[config.mk]
export PLATFORM = sky130hd
export DESIGN_NAME = lift_group_dispatch
export DESIGN_NICKNAME = d
export VERILOG_FILES = /design/src/rtl/lift_group_dispatch.sv
export SDC_FILE = /design/constraint.sdc
export NUM_CORES = 1
export LEC_CHECK = 0
export ABC_AREA = 0
export CORE_UTILIZATION = 51
export CTS_CLUSTER_DIAMETER = 30
export DETAILED_ROUTE_END_ITERATION = 10
export GPL_ROUTABILITY_DRIVEN = 0
export GPL_TIMING_DRIVEN = 0
export PLACE_DENSITY = 0.77
export SLEW_MARGIN = 20
export SYNTH_ARGS = -nofsm -noshare
export SYNTH_HDL_FRONTEND = slang
export SYNTH_SLANG_ARGS = --single-unit
[constraint.sdc]
create_clock -name clk -period 5.82 [get_ports clk]
set_input_delay 1.455 -clock clk [delete_from_list [all_inputs] [get_ports clk]]
set_output_delay 1.455 -clock clk [all_outputs]
set_load 0.01 [all_outputs]
[src/rtl/lift_group_dispatch.sv]
// Group dispatcher for two 8-floor cars: gathers hall calls into a pending bitmap,
// picks floors round-robin and hands each one to the nearest idle car over a valid/ack handshake.
module lift_group_dispatch #(
  parameter int NUM_FLOORS  = 8,
  parameter int FLOOR_W     = 3,
  parameter int ACK_TIMEOUT = 15
) (
  input  logic                  clk,
  input  logic                  reset,
  input  logic                  emergency_stop,
  input  logic                  hall_valid,
  input  logic [FLOOR_W-1:0]    hall_floor,
  output logic                  hall_ready,
  input  logic [FLOOR_W-1:0]    car0_floor,
  input  logic                  car0_idle,
  output logic [FLOOR_W-1:0]    car0_tgt,
  output logic                  car0_tgt_valid,
  input  logic                  car0_tgt_ack,
  input  logic [FLOOR_W-1:0]    car1_floor,
  input  logic                  car1_idle,
  output logic [FLOOR_W-1:0]    car1_tgt,
  output logic                  car1_tgt_valid,
  input  logic                  car1_tgt_ack,
  output logic [NUM_FLOORS-1:0] pending,
  output logic                  busy,
  output logic                  fault
);

  localparam int IDX_W = FLOOR_W + 1;
  localparam int CNT_W = $clog2(ACK_TIMEOUT + 1);

  typedef enum logic [1:0] {IDLE, SELECT, ISSUE, HALT} state_t;

  state_t                  state_reg;
  logic [NUM_FLOORS-1:0]   pending_reg;
  logic [FLOOR_W-1:0]      rr_ptr_reg;
  logic [FLOOR_W-1:0]      sel_floor_reg;
  logic                    sel_car_reg;
  logic [FLOOR_W-1:0]      car0_tgt_reg;
  logic [FLOOR_W-1:0]      car1_tgt_reg;
  logic                    car0_valid_reg;
  logic                    car1_valid_reg;
  logic                    fault_reg;
  logic [CNT_W-1:0]        timeout_cnt_reg;

  logic                    hall_accept;
  logic [NUM_FLOORS-1:0]   hall_mask;
  logic [NUM_FLOORS-1:0]   sel_mask;
  logic [NUM_FLOORS-1:0]   rot_pending;
  logic [FLOOR_W-1:0]      rot_idx [NUM_FLOORS];
  logic                    pick_found;
  logic [FLOOR_W-1:0]      pick_floor;
  logic [FLOOR_W-1:0]      dist0;
  logic [FLOOR_W-1:0]      dist1;
  logic                    pick_car1;
  logic                    any_idle;
  logic                    sel_ack;
  logic [FLOOR_W-1:0]      rr_after;

  function automatic logic [FLOOR_W-1:0] abs_diff(input logic [FLOOR_W-1:0] a,
                                                  input logic [FLOOR_W-1:0] b);
    return (a > b) ? (a - b) : (b - a);
  endfunction

  assign hall_ready  = (state_reg != HALT) && !emergency_stop;
  assign hall_accept = hall_valid && hall_ready;

  // rot_pending[i] is the pending bit i floors above rr_ptr, so the lowest set bit wins
  genvar gi;
  generate
    for (gi = 0; gi < NUM_FLOORS; gi++) begin : g_floor
      logic [IDX_W-1:0] idx_ext;
      assign idx_ext         = {1'b0, rr_ptr_reg} + IDX_W'(gi);
      assign rot_idx[gi]     = (idx_ext >= IDX_W'(NUM_FLOORS)) ?
                               FLOOR_W'(idx_ext - IDX_W'(NUM_FLOORS)) : idx_ext[FLOOR_W-1:0];
      assign rot_pending[gi] = pending_reg[rot_idx[gi]];
      assign hall_mask[gi]   = hall_accept && (hall_floor == FLOOR_W'(gi));
      assign sel_mask[gi]    = (sel_floor_reg == FLOOR_W'(gi));
    end
  endgenerate

  always_comb begin
    pick_found = 1'b0;
    pick_floor = '0;
    for (int i = NUM_FLOORS - 1; i >= 0; i--) begin
      if (rot_pending[i]) begin
        pick_found = 1'b1;
        pick_floor = rot_idx[i];
      end
    end
  end

  assign dist0     = abs_diff(car0_floor, pick_floor);
  assign dist1     = abs_diff(car1_floor, pick_floor);
  assign any_idle  = car0_idle || car1_idle;
  assign pick_car1 = car1_idle && (!car0_idle || (dist1 < dist0));
  assign sel_ack   = sel_car_reg ? car1_tgt_ack : car0_tgt_ack;
  assign rr_after  = (sel_floor_reg == FLOOR_W'(NUM_FLOORS - 1)) ? '0 : sel_floor_reg + FLOOR_W'(1);

  always_ff @(posedge clk) begin
    if (!reset) begin
      state_reg       <= IDLE;
      pending_reg     <= '0;
      rr_ptr_reg      <= '0;
      sel_floor_reg   <= '0;
      sel_car_reg     <= 1'b0;
      car0_tgt_reg    <= '0;
      car1_tgt_reg    <= '0;
      car0_valid_reg  <= 1'b0;
      car1_valid_reg  <= 1'b0;
      fault_reg       <= 1'b0;
      timeout_cnt_reg <= '0;
    end else begin
      pending_reg <= pending_reg | hall_mask;
      if (emergency_stop) begin
        state_reg       <= HALT;
        car0_valid_reg  <= 1'b0;
        car1_valid_reg  <= 1'b0;
        timeout_cnt_reg <= '0;
      end else begin
        case (state_reg)
          IDLE: begin
            if ((|pending_reg) && any_idle) state_reg <= SELECT;
          end
          SELECT: begin
            if (pick_found && any_idle) begin
              sel_floor_reg   <= pick_floor;
              sel_car_reg     <= pick_car1;
              timeout_cnt_reg <= '0;
              state_reg       <= ISSUE;
              if (pick_car1) begin
                car1_tgt_reg   <= pick_floor;
                car1_valid_reg <= 1'b1;
              end else begin
                car0_tgt_reg   <= pick_floor;
                car0_valid_reg <= 1'b1;
              end
            end else begin
              state_reg <= IDLE;
            end
          end
          ISSUE: begin
            if (sel_ack) begin
              // a same-cycle request for the served floor counts as served
              pending_reg     <= (pending_reg | hall_mask) & ~sel_mask;
              car0_valid_reg  <= 1'b0;
              car1_valid_reg  <= 1'b0;
              rr_ptr_reg      <= rr_after;
              timeout_cnt_reg <= '0;
              state_reg       <= IDLE;
            end else if (timeout_cnt_reg == CNT_W'(ACK_TIMEOUT - 1)) begin
              car0_valid_reg  <= 1'b0;
              car1_valid_reg  <= 1'b0;
              fault_reg       <= 1'b1;
              rr_ptr_reg      <= rr_after;
              timeout_cnt_reg <= '0;
              state_reg       <= IDLE;
            end else begin
              timeout_cnt_reg <= timeout_cnt_reg + CNT_W'(1);
            end
          end
          HALT: state_reg <= IDLE;
          default: state_reg <= IDLE;
        endcase
      end
    end
  end

  assign car0_tgt       = car0_tgt_reg;
  assign car1_tgt       = car1_tgt_reg;
  assign car0_tgt_valid = car0_valid_reg;
  assign car1_tgt_valid = car1_valid_reg;
  assign pending        = pending_reg;
  assign busy           = (state_reg != IDLE);
  assign fault          = fault_reg;

endmodule

==> metrics.yaml <==
timing.rr.start: "rr_ptr_reg[1]"
timing.slew.headroom_pct: 50.5
end_kind: "flip-flop"
syn_nets: 379
routed_wl_mm: 6.98
final_area_mm2: 0.00355
peakVddDrop_uv: 212
arrival_ns: 5.76
tightest_slew_ns: 0.740
slew_violations: 0
syn_area_mm2: 0.00285
start_kind: "flip-flop"
run_status: "finished, final reports clean"
hold_path_end: "car1_tgt[0]"
final_common_cell: "clkdlybuf4s50_1"
hpwl_mm: 5.32
core_mm2: 0.00524
grt.busiest_layer: "met2"
grt_max_degree: 11
root_buffer: "clkbuf_8"
skew_ns: 0.00377
ctsHtreeMaxLevel: 2
fin_crit_sh_pct: 95.3
power.density_mw_per_mm2: 171
drive_gt1_share_pct: 17.4
hold_path_class: "flip-flop to flip-flop"
nets: 428
fp.dieW_um: 76.8
area_delta_synth_final_pct: 24.3
grt_pass1_vias: 2610
met2_usage_pct: 41.8
ff2ff_setup_slack_ns: 0.27
dp.cells: 441
io_pins: 36
cts_buffer_depth: 2
antenna_found_initial: 0
post-place-ws_ns: -0.336
holdPathStages: 2
timing.rr.end: "car1_tgt[0]"
power.total_mw: 0.606
setup_viol: 0
hold_viol_final: 0
netlist_instances: 336
n_antenna_cell: 0
avgSynthCellArea_um2: 8.49
worstPathMaxFanout: 10
start_util_pct: 54.5
grt_use_total_pct: 25.0
clock_sinks: 30
layout_setup_ws_ns: 0.274
wl_per_cell_um: 15.3
die_height_um: 76.8
clock_latency_ns: 0.29
place_area_mm2: 0.00329
utilization_pct: 67.7
ff_latch_area_um2: 601
grtUsageMet1_pct: 32.8
maxCapViolCount: 0
final.min_clock_period_ns: 5.55
grtUsageMet3_pct: 3.81
yosys.area.top_type_share_pct: 21.1
port_buffers: 35
yosys.area.top_type: "dfxtp_1"
yosysSeqAreaShare_pct: 21.1
cts_inserted_buffers: 5
n_fill_cell: 420
synth_area_leaders: "dfxtp_1 (21%), ha_1 (11%), mux4_2 (6.3%)"
synth_top_flop_cell: "dfxtp_1"
drtAntennaViolNets: 0
yosys.cell_types.count: 64
path_clk_slew_ns: 0.06
multiInputGateArea_mm2: 0.00217
largest_register_ff_count: 8
vias: 2770
grt-ovfl-total: 0
yosys_warnings: 0
required_ns: 6.03
hold_start: "car1_tgt[0]"
drt_iter0_drc: 155
path_class: "flip-flop to flip-flop"
synth_edf_count: 0
die-area_mm2: 0.00590
rsz0062_at_grt: "no"
reg2reg_depth: 25
grt_pass1_wl_mm: 12.0
ys_ff_latch: 30
layout_common_cells: "clkdlybuf4s50_1 (35), nor2_1 (33), dfxtp_1 (30)"
async_reset_ff_share_pct: 0
final_cells: 456
first_pass_iters: 5
via_per_inst: 6.07
power.leakage_nw: 1.35
fmax_mhz: 180
cts_tree: "done"
num_rows: 26
drc_errors: 0
-- per-stage QoR --
stage          TNS (ns)  hold slack [ns]
6_report              0            0.481
5_1_grt               0            0.498
4_1_cts               0            0.476
3_5_place_dp     -0.543            0.468
3_3_place_gp     -0.154            0.467
2_1_floorplan         0            0.452
-- worst max-delay path by stage --
stage | from | to | slack [ns] | cells after the start
after global routing | rr_ptr_reg[0] | car1_tgt[0] | 0.007 | 25
after CTS | rr_ptr_reg[1] | car1_tgt[0] | 0.0005 | 26
after global placement | rr_ptr_reg[1] | car1_tgt[0] | -0.15 | 23
after floorplan | rr_ptr_reg[0] | car1_tgt[0] | 0.40 | 23
after detailed placement | rr_ptr_reg[1] | car1_tgt[0] | -0.34 | 25
final | rr_ptr_reg[1] | car1_tgt[0] | 0.27 | 25
-- kinds of logic (layout without fill, tap and decap cells) --
logic type / after synthesis / in the layout / share of synthesized area (%)
DFF: 30 / 30 / 21.1
buffers and inverters: 30 / 80 / 6.62
xor gates and xnor gates: 3 / 3 / 0.921
muxes: 28 / 28 / 13.8
AOI/OAI and AO/OA: 103 / 103 / 26.1
and+or+nand+nor: 116 / 116 / 19.6
adders and majority gates: 26 / 26 / 11.9
-- final cells by class --
type,instances,area share [%]
flip-flops and latches,30,16.9
clock buffers,7,2.43
clock inverters,1,0.141
repair buffers,42,11.4
well taps,70,2.47
inverters,19,2.01
multi-input cells,276,61.3
plain buffers,11,3.39
-- layer usage --
| layer | part of all wire (%) | vias to the layer above | wire, um |
|---|---|---|---|
| met5 | 0 | - | 0 |
| met1 | 46 | 1308 | 3190 |
| met4 | 1.7 | 0 | 118 |
| met3 | 5.5 | 15 | 383 |
| li1 | - | 1355 | - |
| met2 | 47 | 92 | 3290 |
-- critical path: stages (launching register included) --
cell and delay, ns:
dfxtp_1 0.35, buf_6 0.15, clkbuf_8 0.18, inv_1 0.11
ha_1 0.32, buf_4 0.19, mux4_2 0.40, buf_4 0.17
mux2_2 0.29, nand2_1 0.07, o31ai_1 0.07, mux2_2 0.33
nor2_4 0.12, inv_1 0.06, ha_1 0.34, ha_1 0.36
and3_1 0.19, nor4_2 0.24, o21ai_1 0.10, ha_1 0.29
a21o_1 0.15, a21o_1 0.20, a21boi_4 0.18, nand2_2 0.12
a2111o_1 0.36, a21oi_1 0.12
-- cells in the mapped netlist (3+ instances only) --
master,n
nor2_1,33
a21oi_1,30
dfxtp_1,30
nand2_1,28
ha_1,24
inv_1,19
o21ai_0,15
mux2i_1,14
nor3_1,13
nand3_1,9
mux4_2,8
nor2b_1,8
a31oi_1,7
a211oi_1,6
nand2b_1,6
clkbuf_1,4
mux2_2,4
nor4_1,4
or2_2,4
a211o_1,3
a21o_1,3
a32oi_1,3
a41oi_1,3
nand3b_1,3
o211ai_1,3
o31ai_1,3
-- repair_timing --
| action | 4_1_cts | 5_1_grt |
|---|---|---|
| buffers inserted | 1 | 6 |
| endpoints found under the hold margin | 0 | 0 |
| resized for setup | 5 | 17 |
| pin swaps | 1 | 5 |
| endpoints found under the setup margin | 5 | 9 |
| hold buffers | 0 | 0 |
-- power by group --
part,total [mW],switching [mW],internal [mW]
clock,0.174,0.0784,0.0952
combinational,0.219,0.116,0.103
sequential,0.214,0.00512,0.209
Note: power is estimated with default switching activity, not from simulation.
